--- config.mk ---
export PLATFORM = sky130hd
export DESIGN_NAME = bcd_conv_arbiter_flat
export DESIGN_NICKNAME = d
export VERILOG_FILES = /design/src/rtl/bcd_conv_arbiter_if.sv /design/src/rtl/bcd_conv_arbiter.sv /design/src/flat_wrapper.sv
export SDC_FILE = /design/constraint.sdc
export NUM_CORES = 1
export LEC_CHECK = 0
export BUFFER_PORTS_ARGS = -buffer_cell sky130_fd_sc_hd__buf_2
export CORE_MARGIN = 2
export CORE_UTILIZATION = 43
export CTS_BUF_LIST = sky130_fd_sc_hd__clkbuf_4 sky130_fd_sc_hd__clkbuf_8
export DETAILED_ROUTE_END_ITERATION = 8
export PLACE_DENSITY_LB_ADDON = 0.15
export SETUP_SLACK_MARGIN = 0.2
export SYNTH_ARGS = -nofsm -noshare
export SYNTH_HDL_FRONTEND = slang
export SYNTH_SLANG_ARGS = --single-unit
--- constraint.sdc ---
create_clock -name clk -period 1.5 [get_ports clk]
set_input_delay 0.15 -clock clk [delete_from_list [all_inputs] [get_ports clk]]
set_output_delay 0.15 -clock clk [all_outputs]
set_load 0.02 [all_outputs]
--- src/rtl/bcd_conv_arbiter_if.sv ---
// bcd_conv_arbiter_if: requester-side bus of the shared BCD converter arbiter
interface bcd_conv_arbiter_if;
  logic [1:0] req;
  logic [15:0] data0;
  logic [15:0] data1;
  logic [1:0] ack;
  logic busy;
  logic owner;
  logic [15:0] result;
  logic cy_out;
  logic ovf;
  modport master (
    output req, data0, data1,
    input ack, busy, owner, result, cy_out, ovf
  );
  modport slave (
    input req, data0, data1,
    output ack, busy, owner, result, cy_out, ovf
  );
endinterface

--- src/rtl/bcd_conv_arbiter.sv ---
// bcd_conv_arbiter: round-robin owner of the shared multicycle binary-to-BCD converter
// Define BCD_SAT_EN to saturate operands above 9999 to 0x9999 and flag ovf.
module bcd_conv_arbiter #(
  parameter int SETTLE_CYC = 4
) (
  input logic clk,
  input logic rst_n,
  bcd_conv_arbiter_if.slave bus,
  output logic [15:0] bin_out,
  input logic [15:0] bcd_in,
  input logic cy_in
);
  typedef enum logic [1:0] {IDLE, SETTLE, DONE} state_t;
  state_t st, nxt;
  logic [3:0] cnt;
  logic last, owner, win, grant, capture, cy_out;
  logic [1:0] ack;
  logic [15:0] result, res_n;
  always_comb begin
    win = &bus.req ? ~last : bus.req[1];
    grant = st == IDLE && |bus.req;
    capture = st == SETTLE && cnt == 4'd0;
    nxt = grant ? SETTLE : capture ? DONE : st == DONE ? IDLE : st;
  end
  always_ff @(posedge clk or negedge rst_n)
    if (!rst_n) st <= IDLE;
    else st <= nxt;
  // bin_out only moves on a grant, so the converter input is frozen through SETTLE and DONE
  always_ff @(posedge clk or negedge rst_n) begin
    if (!rst_n) begin
      bin_out <= 16'h0000;
      owner <= 1'b0;
      last <= 1'b1;
      cnt <= 4'd0;
      ack <= 2'b00;
      result <= 16'h0000;
      cy_out <= 1'b0;
    end else begin
      ack <= capture ? (owner ? 2'b10 : 2'b01) : 2'b00;
      if (grant) begin
        bin_out <= win ? bus.data1 : bus.data0;
        owner <= win;
        last <= win;
        cnt <= 4'(SETTLE_CYC - 1);
      end else if (st == SETTLE && cnt != 4'd0) cnt <= cnt - 4'd1;
      if (capture) begin
        result <= res_n;
        cy_out <= cy_in;
      end
    end
  end
`ifdef BCD_SAT_EN
  logic sat, ovf;
  assign sat = bin_out > 16'd9999;
  assign res_n = sat ? 16'h9999 : bcd_in;
  always_ff @(posedge clk or negedge rst_n)
    if (!rst_n) ovf <= 1'b0;
    else if (capture) ovf <= sat;
  assign bus.ovf = ovf;
`else
  assign res_n = bcd_in;
  assign bus.ovf = 1'b0;
`endif
  assign bus.ack = ack;
  assign bus.busy = st != IDLE;
  assign bus.owner = owner;
  assign bus.result = result;
  assign bus.cy_out = cy_out;
endmodule
--- src/flat_wrapper.sv ---
// flat-port wrapper written by rule: the top's interface ports become plain ports
module bcd_conv_arbiter_flat 
#(
  parameter int SETTLE_CYC = 4
)
  (clk, rst_n, bin_out, bcd_in, cy_in, bus_req, bus_data0, bus_data1, bus_ack, bus_busy, bus_owner, bus_result, bus_cy_out, bus_ovf);
  bcd_conv_arbiter_if bus_i ();
  input logic clk;
  input logic rst_n;
  output logic [15:0] bin_out;
  input logic [15:0] bcd_in;
  input logic cy_in;
  input wire logic [$bits(bus_i.req)-1:0] bus_req;
  input wire logic [$bits(bus_i.data0)-1:0] bus_data0;
  input wire logic [$bits(bus_i.data1)-1:0] bus_data1;
  output wire logic [$bits(bus_i.ack)-1:0] bus_ack;
  output wire logic [$bits(bus_i.busy)-1:0] bus_busy;
  output wire logic [$bits(bus_i.owner)-1:0] bus_owner;
  output wire logic [$bits(bus_i.result)-1:0] bus_result;
  output wire logic [$bits(bus_i.cy_out)-1:0] bus_cy_out;
  output wire logic [$bits(bus_i.ovf)-1:0] bus_ovf;
  assign bus_i.req = bus_req;
  assign bus_i.data0 = bus_data0;
  assign bus_i.data1 = bus_data1;
  assign bus_ack = bus_i.ack;
  assign bus_busy = bus_i.busy;
  assign bus_owner = bus_i.owner;
  assign bus_result = bus_i.result;
  assign bus_cy_out = bus_i.cy_out;
  assign bus_ovf = bus_i.ovf;
  bcd_conv_arbiter #(.SETTLE_CYC(SETTLE_CYC)) u_core (.clk(clk), .rst_n(rst_n), .bus(bus_i), .bin_out(bin_out), .bcd_in(bcd_in), .cy_in(cy_in));
endmodule
### Word level (Yosys, flattened, before mapping)

Cells that the tools add are included.

* eq/ne operators: 2
* multiplexer cells: 9
* $add $sub $neg: 1
* bitwise operators: 1
* reductions and logical operators: 11

Operators with widths (number)
* 16-bit 2-to-1 mux: 1
* 2-bit 2-to-1 mux: 5
* 4-bit 2-to-1 mux: 2
* 4-bit logical NOT: 1
* 2-bit nonzero test: 2
* 4-bit nonzero test: 1
* 4-bit by 1-bit subtractor with 4-bit output, second input constant: 1
* 1-bit logical AND: 3
* 3-bit nonzero test: 1
* 2-bit by 1-bit == test with 1-bit output, second input constant: 1
* 2-bit == test, second input constant: 1
* 2-bit logical NOT: 1
* 2-bit AND reduction: 1
* 2-bit OR reduction: 1
* 1-bit 2-to-1 mux: 1
* 1-bit NOT: 1

* flip-flop bits (word level): 43
* output and inout port bits: 38
* input bits: 53

### Depth between registers and ports, before layout

* word-level depth: 4
* gate-level depth with buffers: 6
* gate-level depth less buffers: 5

### Worst setup path before layout

OpenSTA, ideal clock, no wires.

* path type: register -> register
* start: register u_core.cnt[0]
* end: register u_core.cnt[1]
* data arrival time: 1.386 ns
* required time: 1.369 ns
* path slack: -0.017 ns
* stages on the path, launching flop included: 6
* path through: dfrtp_1 > inv_1 > ha_1 > or3b_2 > a221oi_1 > a31oi_1

* cells in the longest elaborated chain, start to end: 3
* elaborated cells between the ends (all ways): 6
* those cells by class: add/sub (1); mux (2); reduce/logical (3)

Ends and longest elaborated chain
* start: declaration: line bcd_conv_arbiter.sv:15 `logic [3:0] cnt;`
* start signal: assignment: line bcd_conv_arbiter.sv:44 `cnt <= 4'(SETTLE_CYC - 1);`
* start signal: assignment: line bcd_conv_arbiter.sv:45 `end else if (st == SETTLE && cnt != 4'd0) cnt <= cnt - 4'd1;`
* 4-bit by 1-bit subtractor with 4-bit output or 4-bit nonzero test (tied branches): line bcd_conv_arbiter.sv:45
* 4-bit 2-to-1 mux or 1-bit logical AND (tied branches): line bcd_conv_arbiter.sv:45
* 4-bit 2-to-1 mux or 2-bit nonzero test (tied branches)

Parallel ways exist; a longest one is shown, timed or not. The select of a mux whose other input is x is not followed.
A chain may end at the register's enable or synchronous reset.

### Worst setup path in the final report

* start: register u_core.cnt[0]
* end: register u_core.cnt[3]

Same word-level chain as after synthesis.

==> metrics <==
status finished with violations; failing checks setup timing; Die ar. 4931 um^2; WL/cell 14.47 um; reg2reg path depth 3; number of iterations in the first detailed-routing pass 4; Port Buffers 89; Max VDD drop 1161 uV; most common cell after layout, fill and taps aside buf_2; Setup crit start kind flop; H-tree depth 2; max-slew violations 0; slowest cell on the critical path or4_1; Comb pwr share 52.8%; routed wire length 4.689 mm; sequential share of the synthesized area 57.13%; n_diodes 0; Clk pwr share 12.7%; post-detailed-placement half-perimeter wirelength 3.057 mm; Hold Crit Class input port to flop; Cells after DPL 297; Die Ht 70.22 um; share of post-route cells with drive strength above 1 60.29%; max_slew headroom 65.23%; I/O pins 91; first-pass GRT wire length 7.148 mm; P_sw 2.348 mW; initial drt markers 86; CP peak stage delay 0.49 ns; total grt overflow 0; crit-path max FO 3; Slew @ Worst Pin 0.5216 ns; Mapped Area 1886 um^2; part of the cycle the worst path needs 102.4%; largest net degree at the start of global routing 24; Post-Syn Instances 154; CTS Buffer Depth 2; Vias/cell 4.944; Cell Int Power 3.629 mW; PnR worst setup slack -0.03593 ns; via count 1602; final setup violation count 20; routability cong. 0.6937; die width 70.22 um; row cnt 24; GR Util All Layers 18.41%; Synth Net Count 208; Critical Path AT 1.75 ns; number of remaining DRC errors 0; fmax 651.1 MHz; clock sink count 43; Reg power frac 34.5%; TritonCTS Buffers 5; Worst-Skew Late Latency 0.29 ns; Core ar. 4294 um^2; Syn Area/Cell 12.24 um^2; Net Sw Frac 39.28%; clk slew on worst S/H paths 0.08 ns; Non-Filler Instances 324; most frequent cells in the layout buf_2 (88), dfrtp_1 (41), a21oi_1 (34); min cycle time layout 1.536 ns; Synth Warn # 0; Crit Path Class flop to flop; CTS tree done; overall power 5.976 mW; hold depth 2; synthesis-stage register bit count 43; starting density of the core 43.91%; Root Buffer clkbuf_8; Static Leak 1.420 nW; Clock Skew 0.006880 ns; CP Cell Sequence or3_1 > or4_1 > a21oi_1; number of global-route vias before repair 1558; Synth cell types 33; RSZ-0062 raised after global routing yes; Area Overhead vs Synth 50.30%; Crit. End Element flop; WP data required 1.72 ns; Final Hold Viols 0; initial antenna violation count 0; Max-Cap Viols 0; P per Cell Area 2109 nW/um^2; Nets 325; Antenna Violating Nets Remaining 0
## cells by family after synthesis
| kind of cell | after synthesis | share of synthesized area, % |
|---|---|---|
| compound gates | 45 | 13.07 |
| fa+ha+maj | 1 | 0.6635 |
| buf+inv | 15 | 4.976 |
| flops | 43 | 57.13 |
| mux | 33 | 18.65 |
| other cells | 1 | 0.1989 |
| simple gates | 16 | 5.310 |
## what timing repair did
action	in CTS	in global routing
endpoints found under the setup margin	24	40
endpoints found under the hold margin	20	0
setup buffers	12	5
hold buffers	1	0
pin swaps	4	16
gates resized for setup	20	13
gates cloned	0	1
## final timing paths
check	from	endpoint	slack (ns)
worst max-delay path	u_core.cnt[0]$_DFFE_PN0P_	u_core.cnt[3]$_DFFE_PN0P_	-0.04
worst min-delay path	bcd_in[3]	u_core.bus.result[3]$_DFFE_PN0P_	0.08
worst max register to register	u_core.cnt[0]$_DFFE_PN0P_	u_core.cnt[3]$_DFFE_PN0P_	-0.04
worst min register to register	u_core.bus.owner$_DFFE_PN0P_	u_core.bus.ack[0]$_DFF_PN0_	0.47
max in group asynchronous	rst_n	u_core.bin_out[9]$_DFFE_PN0P_	0.58
min in group asynchronous	rst_n	u_core.cnt[0]$_DFFE_PN0P_	0.37
## registers in the layout, indices dropped and copies added (netlist names)
register           cells
u_core.st              2
u_core.bin_out        16
u_core.bus.result     16
u_core.cnt             4
u_core.bus.cy_out      1
u_core.bus.ack         2
u_core.last            1
u_core.bus.owner       1
## Yosys cell counts, drive strengths merged
| cell type | instances | share of area [%] |
|---|---|---|
| nand3b | 1 | 0.40 |
| or3 | 1 | 0.33 |
| a31o | 1 | 0.46 |
| o21ai | 2 | 0.53 |
| o22ai | 1 | 0.33 |
| a31oi | 2 | 0.66 |
| nor2 | 3 | 0.60 |
| mux2i | 16 | 8.5 |
| nand2b | 1 | 0.33 |
| or3b | 1 | 0.46 |
| nor3 | 1 | 0.27 |
| nand2 | 2 | 0.40 |
| nor3b | 2 | 1.1 |
| buf | 9 | 3.8 |
| o21a | 1 | 0.40 |
| a221oi | 1 | 0.46 |
| a21o | 1 | 0.40 |
| inv | 4 | 0.80 |
| ha | 1 | 0.66 |
| a21bo | 1 | 0.53 |
| and2 | 1 | 0.33 |
| conb | 1 | 0.20 |
| and2b | 1 | 0.40 |
| a21oi | 35 | 9.3 |
| or4 | 1 | 0.40 |
| mux2 | 17 | 10 |
| or2 | 1 | 0.33 |
| dfrtp | 42 | 56 |
| clkbuf | 2 | 0.40 |
| dfstp | 1 | 1.4 |
## critical path, delay by kind of cell, from the launching register on
kind,cells,cell delay (ns)
compound gates,1,0.16
simple gates,2,0.88
flops,1,0.42
## power groups by stage
stage / logic (mW) / registers, mW / clock network, mW
floorplan: 1.11 / 2.62 / 0
global placement: 2.51 / 2.04 / 0
detailed placement: 2.54 / 2.05 / 0
CTS: 2.92 / 2.05 / 0.784
global route: 3.40 / 2.13 / 0.842
finish: 3.16 / 2.06 / 0.761
## routing by layer
metal  part of all wire [%]  up-vias  GRT usage [%]
li1                       -      781              -
met1                     43      763          24.02
met2                     49       53          29.04
met3                    6.5        5          5.628
met4                    1.0        0          6.624
met5                      0        -              0
## final cells by class
class / instances / area [um^2]
fillers: 338 / 1460
flip-flops and latches: 43 / 1079
multi-input cells: 96 / 792.0
repair buffers: 121 / 785.8
clock buffers: 7 / 90.09
well taps: 52 / 65.06
inverters: 4 / 17.52
clock inverters: 1 / 5.005
## through the flow
| step | instance area [um^2] | setup TNS (ns) | hold slack (ns) | util (%) | setup slack [ns] |
|---|---|---|---|---|---|
| 2_1_floorplan | 1929 | 0 | -0.1456 | - | 0.06968 |
| 3_3_place_gp | 2460 | 0 | 0.1510 | 57.28 | 0.03689 |
| 3_5_place_dp | 2460 | -0.2770 | 0.1463 | 57.28 | -0.02475 |
| 4_1_cts | 2719 | 0 | 0.01967 | 63.32 | 0.003718 |
| 5_1_grt | 2834 | -1.878 | 0.06407 | 66.00 | -0.1084 |
| 6_report | 2834 | -0.5550 | 0.08305 | 66.00 | -0.03593 |
(Power assumes the default switching activity.)
